**config.mk**
```make
export PLATFORM = sky130hd
export DESIGN_NAME = ccip_c0_rd_arbiter
export DESIGN_NICKNAME = d
export VERILOG_FILES = /design/src/rtl/ccip_rd_arb_pkg.sv /design/src/rtl/rr_arbiter.sv /design/src/rtl/ccip_c0_rd_arbiter.sv
export SDC_FILE = /design/constraint.sdc
export NUM_CORES = 1
export LEC_CHECK = 0
export ABC_CLOCK_PERIOD_IN_PS = 8100
export CAP_MARGIN = 10
export CORE_AREA = 2 2 479 481
export DETAILED_ROUTE_END_ITERATION = 8
export DIE_AREA = 0 0 481 483
export PLACE_DENSITY = 0.3
export SYNTH_ARGS = -nofsm -noshare
export SYNTH_HDL_FRONTEND = slang
export SYNTH_SLANG_ARGS = --single-unit
```
**constraint.sdc**
```tcl
create_clock -name clk_400_clk -period 8.1 [get_ports clk_400_clk]
set_input_delay 1.62 -clock clk_400_clk [delete_from_list [all_inputs] [get_ports clk_400_clk]]
set_output_delay 1.62 -clock clk_400_clk [all_outputs]
set_load 0.02 [all_outputs]
```
**src/rtl/ccip_rd_arb_pkg.sv**
```systemverilog
// Shared constants for the CCI-P C0 read arbiter: mdata field layout and
// the round-robin pointer helper.
package ccip_rd_arb_pkg;

    localparam int MDATA_W = 16;
    localparam int ID_MSB  = 15;
    localparam int ID_LSB  = 12;
    localparam int ID_W    = ID_MSB - ID_LSB + 1;
    localparam int RR_W    = ID_W - 1;

    // Next round-robin start position after granting idx, wrapping at num_req.
    function automatic logic [RR_W-1:0] rr_next(
        input logic [RR_W-1:0] idx,
        input logic [ID_W-1:0] num_req
    );
        logic [ID_W-1:0] nxt;
        nxt = {1'b0, idx} + ID_W'(1);
        return (nxt >= num_req) ? {RR_W{1'b0}} : nxt[RR_W-1:0];
    endfunction

endpackage

```
**src/rtl/rr_arbiter.sv**
```systemverilog
// Round-robin arbiter: one-hot grant of the first request at or after the
// pointer (wrapping); the pointer moves past each winner.
module rr_arbiter
    import ccip_rd_arb_pkg::*;
#(
    parameter int NUM_REQ = 2
) (
    input  logic               clk,
    input  logic               rst_n,
    input  logic [NUM_REQ-1:0] req,
    output logic [NUM_REQ-1:0] grant,
    output logic [RR_W-1:0]    grant_idx,
    output logic               grant_valid
);

    logic [RR_W-1:0] rr_ptr;

    // Two passes: indices at/after the pointer first, then wrap to the lowest request.
    always_comb begin : pick
        logic            found;
        logic [RR_W-1:0] idx;
        found = 1'b0;
        idx   = {RR_W{1'b0}};
        for (int i = 0; i < NUM_REQ; i++) begin
            idx   = (!found && req[i] && (RR_W'(i) >= rr_ptr)) ? RR_W'(i) : idx;
            found = found | (req[i] && (RR_W'(i) >= rr_ptr));
        end
        for (int i = 0; i < NUM_REQ; i++) begin
            idx   = (!found && req[i]) ? RR_W'(i) : idx;
            found = found | req[i];
        end
        grant_valid = found;
        grant_idx   = idx;
        grant       = {NUM_REQ{1'b0}};
        for (int i = 0; i < NUM_REQ; i++) begin
            grant[i] = found && (idx == RR_W'(i));
        end
    end

    // Pointer register, advanced only when something is granted.
    always_ff @(posedge clk) begin
        if (!rst_n) begin
            rr_ptr <= {RR_W{1'b0}};
        end else if (grant_valid) begin
            rr_ptr <= rr_next(grant_idx, ID_W'(NUM_REQ));
        end else begin
            rr_ptr <= rr_ptr;
        end
    end

endmodule

```
**src/rtl/ccip_c0_rd_arbiter.sv**
```systemverilog
// Shares the CCI-P Tx C0 read channel among NUM_REQ requesters with per-requester
// credits and routes Rx C0 responses by mdata ID. Optional CCI_RD_ARB_PERF_EN adds perf counters.
module ccip_c0_rd_arbiter
    import ccip_rd_arb_pkg::*;
#(
    parameter int NUM_REQ = 2,
    parameter int ADDR_W  = 42,
    parameter int TAG_W   = 12,
    parameter int MAX_OUT = 64
) (
    input  logic                      clk_400_clk,
    input  logic                      global_reset_reset_n,
    input  logic [NUM_REQ-1:0]        req_valid,
    output logic [NUM_REQ-1:0]        req_ready,
    input  logic [NUM_REQ*ADDR_W-1:0] req_addr,
    input  logic [NUM_REQ*TAG_W-1:0]  req_tag,
    output logic                      tx_c0_valid,
    output logic [ADDR_W-1:0]         tx_c0_addr,
    output logic [MDATA_W-1:0]        tx_c0_mdata,
    input  logic                      tx_c0_almostfull,
    input  logic                      rx_c0_rdvalid,
    input  logic [MDATA_W-1:0]        rx_c0_mdata,
    input  logic [511:0]              rx_c0_data,
    output logic [NUM_REQ-1:0]        rsp_valid,
    output logic [TAG_W-1:0]          rsp_tag,
    output logic [511:0]              rsp_data,
    output logic                      err_bad_id
`ifdef CCI_RD_ARB_PERF_EN
    ,
    output logic [NUM_REQ*32-1:0]     perf_issue_cnt,
    output logic [NUM_REQ*32-1:0]     perf_stall_cnt
`endif
);

    localparam int               CNT_W   = $clog2(MAX_OUT) + 1;
    localparam logic [CNT_W-1:0] MAX_CNT = CNT_W'(MAX_OUT);
    localparam logic [ID_W-1:0]  NUM_ID  = ID_W'(NUM_REQ);

    logic                 clk;
    logic                 rst_n;
    logic [CNT_W-1:0]     out_cnt [NUM_REQ];
    logic                 issue_en;
    logic [NUM_REQ-1:0]   eligible;
    logic [NUM_REQ-1:0]   grant;
    logic [RR_W-1:0]      grant_idx;
    logic                 grant_valid;
    logic [ADDR_W-1:0]    sel_addr;
    logic [TAG_W-1:0]     sel_tag;
    logic [MDATA_W-1:0]   issue_mdata;
    logic [ID_W-1:0]      rsp_id;
    logic                 id_ok;
    logic [NUM_REQ-1:0]   rsp_hit;
    logic                 zero_hit;

    assign clk       = clk_400_clk;
    assign rst_n     = global_reset_reset_n;
    // Gating with reset keeps req_ready low while reset is held.
    assign issue_en  = rst_n && !tx_c0_almostfull;
    assign req_ready = grant;
    assign rsp_id    = rx_c0_mdata[ID_MSB:ID_LSB];
    assign id_ok     = rsp_id < NUM_ID;

    // Eligibility, winner's address/tag mux, and response ID decode.
    always_comb begin
        eligible    = {NUM_REQ{1'b0}};
        sel_addr    = {ADDR_W{1'b0}};
        sel_tag     = {TAG_W{1'b0}};
        rsp_hit     = {NUM_REQ{1'b0}};
        zero_hit    = 1'b0;
        for (int i = 0; i < NUM_REQ; i++) begin
            eligible[i] = issue_en && req_valid[i] && (out_cnt[i] < MAX_CNT);
            sel_addr    = sel_addr | ({ADDR_W{grant[i]}} & req_addr[i*ADDR_W +: ADDR_W]);
            sel_tag     = sel_tag | ({TAG_W{grant[i]}} & req_tag[i*TAG_W +: TAG_W]);
            rsp_hit[i]  = rx_c0_rdvalid && id_ok && (rsp_id == ID_W'(i));
            zero_hit    = zero_hit | (rsp_hit[i] && (out_cnt[i] == {CNT_W{1'b0}}));
        end
        issue_mdata                = {MDATA_W{1'b0}};
        issue_mdata[ID_MSB:ID_LSB] = {1'b0, grant_idx};
        issue_mdata[TAG_W-1:0]     = sel_tag;
    end

    rr_arbiter #(
        .NUM_REQ     (NUM_REQ)
    ) u_rr (
        .clk         (clk),
        .rst_n       (rst_n),
        .req         (eligible),
        .grant       (grant),
        .grant_idx   (grant_idx),
        .grant_valid (grant_valid)
    );

    // Issue stage register toward CCI Tx C0.
    always_ff @(posedge clk) begin
        if (!rst_n) begin
            tx_c0_valid <= 1'b0;
            tx_c0_addr  <= {ADDR_W{1'b0}};
            tx_c0_mdata <= {MDATA_W{1'b0}};
        end else begin
            tx_c0_valid <= grant_valid;
            if (grant_valid) begin
                tx_c0_addr  <= sel_addr;
                tx_c0_mdata <= issue_mdata;
            end
        end
    end

    // Response routing register and sticky bad-ID/underflow flag.
    always_ff @(posedge clk) begin
        if (!rst_n) begin
            rsp_valid  <= {NUM_REQ{1'b0}};
            rsp_tag    <= {TAG_W{1'b0}};
            rsp_data   <= {512{1'b0}};
            err_bad_id <= 1'b0;
        end else begin
            rsp_valid <= rsp_hit;
            if (rx_c0_rdvalid) begin
                rsp_tag  <= rx_c0_mdata[TAG_W-1:0];
                rsp_data <= rx_c0_data;
            end
            if (rx_c0_rdvalid && (!id_ok || zero_hit)) begin
                err_bad_id <= 1'b1;
            end
        end
    end

    // Outstanding-read credits; a grant and a response together cancel out.
    always_ff @(posedge clk) begin
        for (int i = 0; i < NUM_REQ; i++) begin
            if (!rst_n) begin
                out_cnt[i] <= {CNT_W{1'b0}};
            end else begin
                case ({grant[i], rsp_hit[i]})
                    2'b10:   out_cnt[i] <= out_cnt[i] + CNT_W'(1);
                    2'b01:   out_cnt[i] <= (out_cnt[i] != {CNT_W{1'b0}}) ? out_cnt[i] - CNT_W'(1) : out_cnt[i];
                    default: out_cnt[i] <= out_cnt[i];
                endcase
            end
        end
    end

`ifdef CCI_RD_ARB_PERF_EN
    // Free-running grant and stall counters, one 32-bit slice per requester.
    always_ff @(posedge clk) begin
        for (int i = 0; i < NUM_REQ; i++) begin
            if (!rst_n) begin
                perf_issue_cnt[i*32 +: 32] <= 32'd0;
                perf_stall_cnt[i*32 +: 32] <= 32'd0;
            end else begin
                perf_issue_cnt[i*32 +: 32] <= perf_issue_cnt[i*32 +: 32] + {31'd0, grant[i]};
                perf_stall_cnt[i*32 +: 32] <= perf_stall_cnt[i*32 +: 32] + {31'd0, req_valid[i] && !grant[i]};
            end
        end
    end
`endif

endmodule

```
# == Yosys cells after proc, flatten, opt, wreduce, memory -nomap -nowiden ==
# Memory sizes are Yosys's and may differ from the RTL's.
# Cells that the tools add are included.
# totals
register_bits,588
latchBits,0
ramBits,14
rom_bits,0
in_bits,642
output_inout_bits,588
n_memories,1
# op_classes
add_sub_neg,5
mul,0
div,0
order_cmp,6
eq_ne,6
shift,0
n_mux,31
n_bitwise,16
n_reduce_logical,33
# mem_list
memory,words,word_bits,read_ports,rd_ports_with_merged_regs,wr,line,text
out_cnt,2,7,2,0,2,ccip_c0_rd_arbiter.sv:41,logic [CNT_W-1:0] out_cnt [NUM_REQ];
# op_table
cell,count
bitwise AND 42 bit,2
two-way mux 7 bit,8
OR 42 bit,1
bitwise AND 12 bit,2
two-way mux 1 bit,20
logical AND 1 bit,19
"adder 7 x 1 -> 7 bit, second input constant",2
logical NOT 7 bit,2
"< comparator 7 bit, second input constant",2
nonzero test 7 bit,2
"subtractor 7 x 1 -> 7 bit, second input constant",2
OR 12 bit,1
OR 1 bit,10
two-way mux 3 bit,3
"greater-or-equal comparator 1 x 3 -> 1 bit, first input constant",2
logical NOT 1 bit,5
"adder 3 x 1 -> 4 bit, second input constant",1
"equality test 2 x 1 -> 1 bit, second input constant",2
"equality test 2 bit, second input constant",2
"equality test 4 x 1 -> 1 bit, second input constant",1
"greater-or-equal comparator 4 x 2 -> 1 bit, second input constant",1
logical NOT 4 bit,1
"< comparator 4 x 2 -> 1 bit, second input constant",1
OR reduction 2 bit,2
other kinds (3),3

# == Longest topological paths before layout ==
# Gate-level depths: netlist (run 1).
# logic_depth
depth_word,20
ltp_mapped,13
mapped_depth_nobuf,11

# == Modules after synthesis ==
# Synthesis (run 1) repeated with hierarchy kept, for this count alone.
# unflattened
hier_cells,2084
hier_area_um2,23322.4
# modules_own_cells
mod,n_inst,cells_per_inst,area_per_inst_um2
ccip_c0_rd_arbiter,1,2073,23226.0
rr_arbiter,1,11,96.3

# == Worst setup path before layout (run 1) ==
# Ideal clock, no wire load.
# synth_timing
path_kind,input to output
startpoint,in tx_c0_almostfull
endpoint,out req_ready[1]
t_arrival_ns,2.519
required_ns,6.480
setup_slack_ns,3.961
cell_stages,5
path_buffers,1
cell_sequence,nand2b_1 -> nor2_1 -> o21ai_1 -> inv_2 -> clkbuf_1
# synth_between
elab_chain_len,13
elab_cells_between_ends,23
classes_between,eq/ne (1); mux (3); bitwise (3); reduce/logical (16)
# synth_rtl
element,line,text
"start, declared",ccip_c0_rd_arbiter.sv:20,"input logic tx_c0_almostfull,"
logical NOT 1 bit (*),ccip_c0_rd_arbiter.sv:58,assign issue_en = rst_n && !tx_c0_almostfull;
logical AND 1 bit (*),ccip_c0_rd_arbiter.sv:58,
logical AND 1 bit (2 in series),ccip_c0_rd_arbiter.sv:71,eligible[i] = issue_en && req_valid[i] && (out_cnt[i] < MAX_CNT);
logical AND 1 bit,n/a,
logical NOT 1 bit,rr_arbiter.sv:25,idx = (!found && req[i] && (RR_W'(i) >= rr_ptr)) ? RR_W'(i) : idx;
logical AND 1 bit (2 in series),rr_arbiter.sv:25,
two-way mux 1 bit,rr_arbiter.sv:25,
two-way mux 3 bit (2 in series),rr_arbiter.sv:29,idx = (!found && req[i]) ? RR_W'(i) : idx;
equality test 3 x 1 -> 1 bit,rr_arbiter.sv:36,grant[i] = found && (idx == RR_W'(i));
logical AND 1 bit (*),rr_arbiter.sv:36,
"end, declared",ccip_c0_rd_arbiter.sv:14,"output logic [NUM_REQ-1:0] req_ready,"
# Every way passes the cells marked *; elsewhere a longest branch is shown, timed or not.

# == Worst setup path after layout (run 1) ==
# layout_timing
startpoint,in req_valid[0]
endpoint,out req_ready[1]
# layout_between
elab_chain_len,11
elab_cells_between_ends,18
classes_between,eq/ne (1); mux (3); bitwise (3); reduce/logical (11)
# layout_rtl
element,line,text
"start, declared",ccip_c0_rd_arbiter.sv:13,"input logic [NUM_REQ-1:0] req_valid,"
logical AND 1 bit (*) (2 in series),ccip_c0_rd_arbiter.sv:71,
logical AND 1 bit,n/a,
logical NOT 1 bit,rr_arbiter.sv:25,
logical AND 1 bit (2 in series),rr_arbiter.sv:25,
two-way mux 1 bit,rr_arbiter.sv:25,
two-way mux 3 bit (2 in series),rr_arbiter.sv:29,
equality test 3 x 1 -> 1 bit,rr_arbiter.sv:36,
logical AND 1 bit (*),rr_arbiter.sv:36,
# Marks and branches as above.

==> impl_metrics.ini, run 1 <==
[status]
outcome = finished clean

[detailed_routing]
ant_nets = 0
vias = 19330
first_pass_iters = 4
remaining_drc_errors = 0
via_per_inst = 3.066
wirelength_um = 146400
wire_per_inst_um = 23.22
drt-initial-drc-count = 579

[synthesis]
synth_top_area_share_pct = 51.06
synthesis.area_mm2 = 0.02290
synth_edf_count = 14
yosys_most_used_dff = dfxtp_1
ys_types = 48
netlist_instances = 2018
yosys-top-cells-count = dfxtp_1 (584), nor2b_1 (526), mux2i_1 (524)
ys_seq_area_share_pct = 52.90
synth-async-reset-ratio_pct = 0
synth_area_per_cell_um2 = 11.35
ys_ff_latch = 598
yosysWarnings = 0
synth_top_cell_by_area = dfxtp_1
ys_top_cells_by_area = dfxtp_1 (51%), mux2i_1 (23%), nor2b_1 (14%), a221o_1 (2.4%), edfxtp_1 (1.8%)
yosysMostFrequentCell = dfxtp_1

[worst_setup_path]
cpPeakStageDelay_ps = 590
crit_arrival_ps = 3670
cp_slowest_cell = clkdlybuf4s50_1
crit_top_cell = clkdlybuf4s50_1
worstPathMaxFanout = 6
path_buf_inv = 3
worstSetupEndpointType = output pin
critPathKind = input pin to output pin
crit_family = buffers and inverters
setup.worst_path.start_class = input pin
required_ps = 6480
crit_path_cell_trace = clkdlybuf4s50_1 > nand2b_1 > o21ai_1 > inv_2 > clkdlybuf4s50_1

[sta]
max_freq_mhz = 189.1
skew_ps = 67.34
grt_setup_unrepaired = false
fin_crit_sh_pct = 65.28
tns_ps = 0
slew_headroom_pct = 30.61
holdWs_ps = 491.1
setup_violations = 0
hold_violations = 0
fin_crit_ps = 5287
tightest_slew_ps = 1041
setup_slack_ps = 2813
slew_violations = 0

[power_and_ir_drop]
power.internal_uw = 6080
ir_drop_mv = 0.1401
switching_share_pct = 28.26
seqPwrFrac_pct = 38.3
power_uw = 8475
powerDensity_mw_per_mm2 = 204.9
p_sw_uw = 2395
p_leak_uw = 0.01568
p_comb_share_pct = 17.3
clockPowerShare_pct = 44.4

[final_layout]
fill_cells = 25180
syn2layout_area_growth_pct = 80.66
utilization_pct = 18.23
post_route_cells_drive_above_1_share_pct = 4.606
nNetsFinal = 3862

[placed_design]
io_buffers = 1226
pre_cts_slack_ps = 2579
gp_congestion = 0.7733
dp_hpwl_um = 117200

[floorplan]
dieWidth_um = 481
io_pins = 1230
fp-row-count = 175
coreArea_mm2 = 0.2268
start_util_pct = 10.09
chipHeight_um = 483
fp.dieArea_mm2 = 0.2323

[global_route]
grt_max_degree = 187
antenna_found_initial = 68
grt_pass1_wl_um = 191800
grt_pass1_vias = 20150
grtUsageMet3_pct = 7.758
globalRouteOverflowTotal = 0
met1_usage_pct = 12.17
grt_usage_pct = 12.13
grtUsageMet2_pct = 21.20
top_usage_layer = met2

[cts]
clock-sinks = 598
cts_root_buffer = clkbuf_16
numCtsBuffers = 86
cts_hold_buf = 0
cts_resized = 0
postCtsSetupRepairBufs = 0
cts_max_level = 3
clk_pin_slew_ps = 50
clkLatencyLatePin_ps = 710
cts_tree = built
clockBufferDepth = 3

[flow_run]
drv_cap = 0

[hold_path]
min_path_type = register to register
-- flip-flops by register name, indices dropped and copies added (netlist names) --
name and cells:
rsp_valid 2, err_bad_id 1, out_cnt 14, u_rr.rr_ptr 1, tx_c0_valid 1, tx_c0_mdata 13
rsp_tag 12, rsp_data 512, tx_c0_addr 42
-- power by group through the flow --
stage / sequential [uW] / clock, uW / combinational (uW)
6_report: 3250 / 3760 / 1470
5_1_grt: 3270 / 4060 / 1580
4_1_cts: 3250 / 3970 / 1520
3_5_place_dp: 3310 / 0 / 1510
3_3_place_gp: 3310 / 0 / 1510
2_1_floorplan: 3490 / 0 / 388
-- layout make-up --
| cell class | count | area [um^2] | share of cell area (%) |
|---|---|---|---|
| clock inverter | 14 | 173.9 | 0.4205 |
| tap | 3009 | 3765 | 9.102 |
| antenna | 18 | 45.04 | 0.1089 |
| clock buffer | 140 | 2576 | 6.228 |
| timing repair buffer | 1246 | 12470 | 30.15 |
| sequential | 598 | 12110 | 29.28 |
| inverter | 7 | 26.28 | 0.06352 |
| multi-input combinational | 1273 | 10200 | 24.65 |
-- per-stage QoR --
step,instance area (um^2),std cells
finish,41360,6305
floorplan,22900,2020
global route,41320,6289
CTS,41320,6287
detailed placement,38570,6133
global placement,38570,6133
-- layout by cell type, fill, tap and decap left out, types with 4 or more instances in the layout --
| master | instances |
|---|---|
| clkdlybuf4s50_1 | 1224 |
| nor2_1 | 10 |
| a21oi_1 | 6 |
| nor2b_1 | 525 |
| nor3_1 | 9 |
| mux2i_1 | 524 |
| nand2b_1 | 6 |
| a221o_1 | 55 |
| and2_1 | 58 |
| clkbuf_8 | 20 |
| nand2_1 | 12 |
| and3_1 | 4 |
| edfxtp_1 | 14 |
| ha_1 | 8 |
| dfxtp_1 | 584 |
| clkbuf_16 | 87 |
| clkbuf_1 | 33 |
| inv_1 | 6 |
| buf_4 | 17 |
| o21ai_0 | 6 |
| diode_2 | 18 |
| nand3_1 | 5 |
| clkinv_2 | 7 |
-- cells by family (layout without fill, tap and decap cells) --
logic type | after synthesis | after routing | share of synthesized area (%)
AOI/OAI and AO/OA | 92 | 92 | 3.547
xor gates and xnor gates | 3 | 3 | 0.1148
adders and majority gates | 8 | 8 | 0.4372
buffers and inverters | 149 | 1407 | 2.711
DFF | 598 | 598 | 52.90
muxes | 524 | 524 | 22.91
other | 1 | 21 | 0.01638
and+or+nand+nor | 643 | 643 | 17.37
-- final timing paths --
check,slack [ps],cells past startpoint,to,from
setup / recovery,2810,5,req_ready[1],req_valid[0]
hold / removal,490,1,tx_c0_addr[8],tx_c0_addr[8]
setup reg to reg,4820,10,out_cnt[1][4],out_cnt[0][6]
hold reg to reg,490,1,tx_c0_addr[8],tx_c0_addr[8]
-- per-layer routing --
metal,up-vias,share of wire [%],wire [um]
li1,9293,-,-
met1,8875,35,51450
met2,919,49,71300
met3,197,14,21010
met4,44,1.6,2389
met5,-,0.19,272
No activity file was read; power rests on OpenSTA's default activity.
==> run 2, diff against run 1 <==
- ABC_CLOCK_PERIOD_IN_PS: 8100 -> 5300
- clock period: 8.1 -> 5.3 ns (I/O delays scaled with it)
==> run 2 against run 1 <==
  * Register-to-register slack worse by 2800 ps
  * Count of clock-buffer cells in the layout up 4
  * Die area unchanged
  * Critical path type unchanged
  * Worst hold slack worse by 3.1 ps
  * Clock skew down 39 ps
  * Critical endpoint unchanged
  * Highest routed layer unchanged
==> impl_metrics.ini, run 2 (synthesis results as in run 1) <==
[status]
outcome = finished clean

[floorplan]
fp-row-count = 175
io_pins = 1230
dieWidth_um = 481
start_util_pct = 10.09
fp.dieArea_mm2 = 0.2323
chipHeight_um = 483
coreArea_mm2 = 0.2268

[placed_design]
gp_congestion = 0.7751
pre_cts_slack_ps = 561.9
io_buffers = 1226
dp_hpwl_um = 116700
placed_area_mm2 = 0.03861

[detailed_routing]
wire_per_inst_um = 23.25
drt-initial-drc-count = 573
wirelength_um = 146800
first_pass_iters = 4
via_per_inst = 3.067
ant_nets = 0
vias = 19360
remaining_drc_errors = 0

[cts]
clk_pin_slew_ps = 50
cts_tree = built
numCtsBuffers = 88
cts_root_buffer = clkbuf_16
clkLatencyLatePin_ps = 720
clock-sinks = 598
cts_max_level = 3
cts_resized = 0
postCtsSetupRepairBufs = 0
clockBufferDepth = 3
cts_hold_buf = 0

[worst_setup_path]
worstPathMaxFanout = 6
critPathKind = input pin to output pin
setup.worst_path.start = req_valid[0]
required_ps = 4240
r2r_end = out_cnt[1][4]
reg2reg_from = out_cnt[0][6]
crit_arrival_ps = 3120
worstRegToRegCells = 10
cp-endpoint = req_ready[1]
ff2ff_setup_slack_ps = 2070
setup.worst_path.start_class = input pin
worstSetupEndpointType = output pin

[sta]
setup_violations = 0
fin_crit_sh_pct = 78.87
setup_slack_ps = 1120
slew_headroom_pct = 26.46
skew_ps = 28.46
max_freq_mhz = 239.2
slew_violations = 0
hold_violations = 0
tns_ps = 0
fin_crit_ps = 4180
tightest_slew_ps = 1103
grt_setup_unrepaired = false
holdWs_ps = 488.0

[global_route]
grt_usage_pct = 12.12
antenna_found_initial = 70
grt_pass1_vias = 20150
grt_pass1_wl_um = 190900
grt_max_degree = 165
globalRouteOverflowTotal = 0

[final_layout]
reg.largest.list = rsp_data: 512 flops, tx_c0_addr: 42 flops, out_cnt: 14 flops
stdcell_area_mm2 = 0.04159
syn2layout_area_growth_pct = 81.63
final_common_cell = clkdlybuf4s50_1
largest_register_ffs = 512
final_cell_mix = clkdlybuf4s50_1 (1,224), dfxtp_1 (584), nor2b_1 (525), mux2i_1 (524), clkbuf_16 (88)
post_route_cells_drive_above_1_share_pct = 4.865
largest-register = rsp_data
fill_cells = 25090
nNetsFinal = 3865

[power_and_ir_drop]
powerDensity_mw_per_mm2 = 319.9
power_uw = 13300
p_leak_uw = 0.01578
ir_drop_mv = 0.1952

[hold_path]
min_path_type = register to register

[flow_run]
drv_cap = 0
## run 2: cell types whose count changed in the layout (fill, tap and decap cells not counted), sizes merged
cell	delta
buf	+1
bufinv	+4
clkbuf	+4
clkinv	-1
clkinvlp	+1
diode	-3
inv	+2
## run 2: worst min path at each step
stage / from / end / slack, ps / cells past startpoint
after floorplan: u_rr.rr_ptr[0] / u_rr.rr_ptr[0] / 480 / 2
after global placement: tx_c0_addr[1] / tx_c0_addr[1] / 470 / 1
after detailed placement: tx_c0_addr[32] / tx_c0_addr[32] / 470 / 1
after CTS: tx_c0_mdata[4] / tx_c0_mdata[4] / 490 / 1
after global routing: tx_c0_addr[1] / tx_c0_addr[1] / 510 / 1
final: tx_c0_addr[7] / tx_c0_addr[7] / 490 / 1
## run 2: power breakdown
part / internal, uW / switching, uW
Sequential: 4790 / 168
Clock: 3590 / 2500
Combinational: 1180 / 1070
## run 2: worst max-delay path: stages
cell and delay [ps]:
clkdlybuf4s50_1 580, nand2b_1 210, o21ai_1 410, inv_2 210, clkdlybuf4s50_1 640
## run 2: cell type report
cell class	count	area (um^2)	share of cell area, %
timing repair buffer	1247	12510	30.09
sequential	598	12110	29.12
multi-input combinational	1273	10200	24.52
tap	3009	3765	9.053
clock buffer	144	2623	6.306
clock inverter	20	312.8	0.7522
antenna	15	37.54	0.09026
inverter	7	26.28	0.06318
## run 2: routing by layer
metal	wire length [um]	vias up	track usage, %	part of all wire (%)
met5	278	-	0	0.19
met2	70010	975	20.58	48
met1	50640	8821	11.71	35
met3	21790	217	8.332	15
met4	4035	46	3.671	2.7
li1	-	9300	-	-
## run 2: stage by stage
step / utilization [%] / std cells
floorplan: - / 2020
global placement: 17.02 / 6134
detailed placement: 17.02 / 6134
CTS: 18.32 / 6298
global route: 18.32 / 6306
finish: 18.33 / 6313
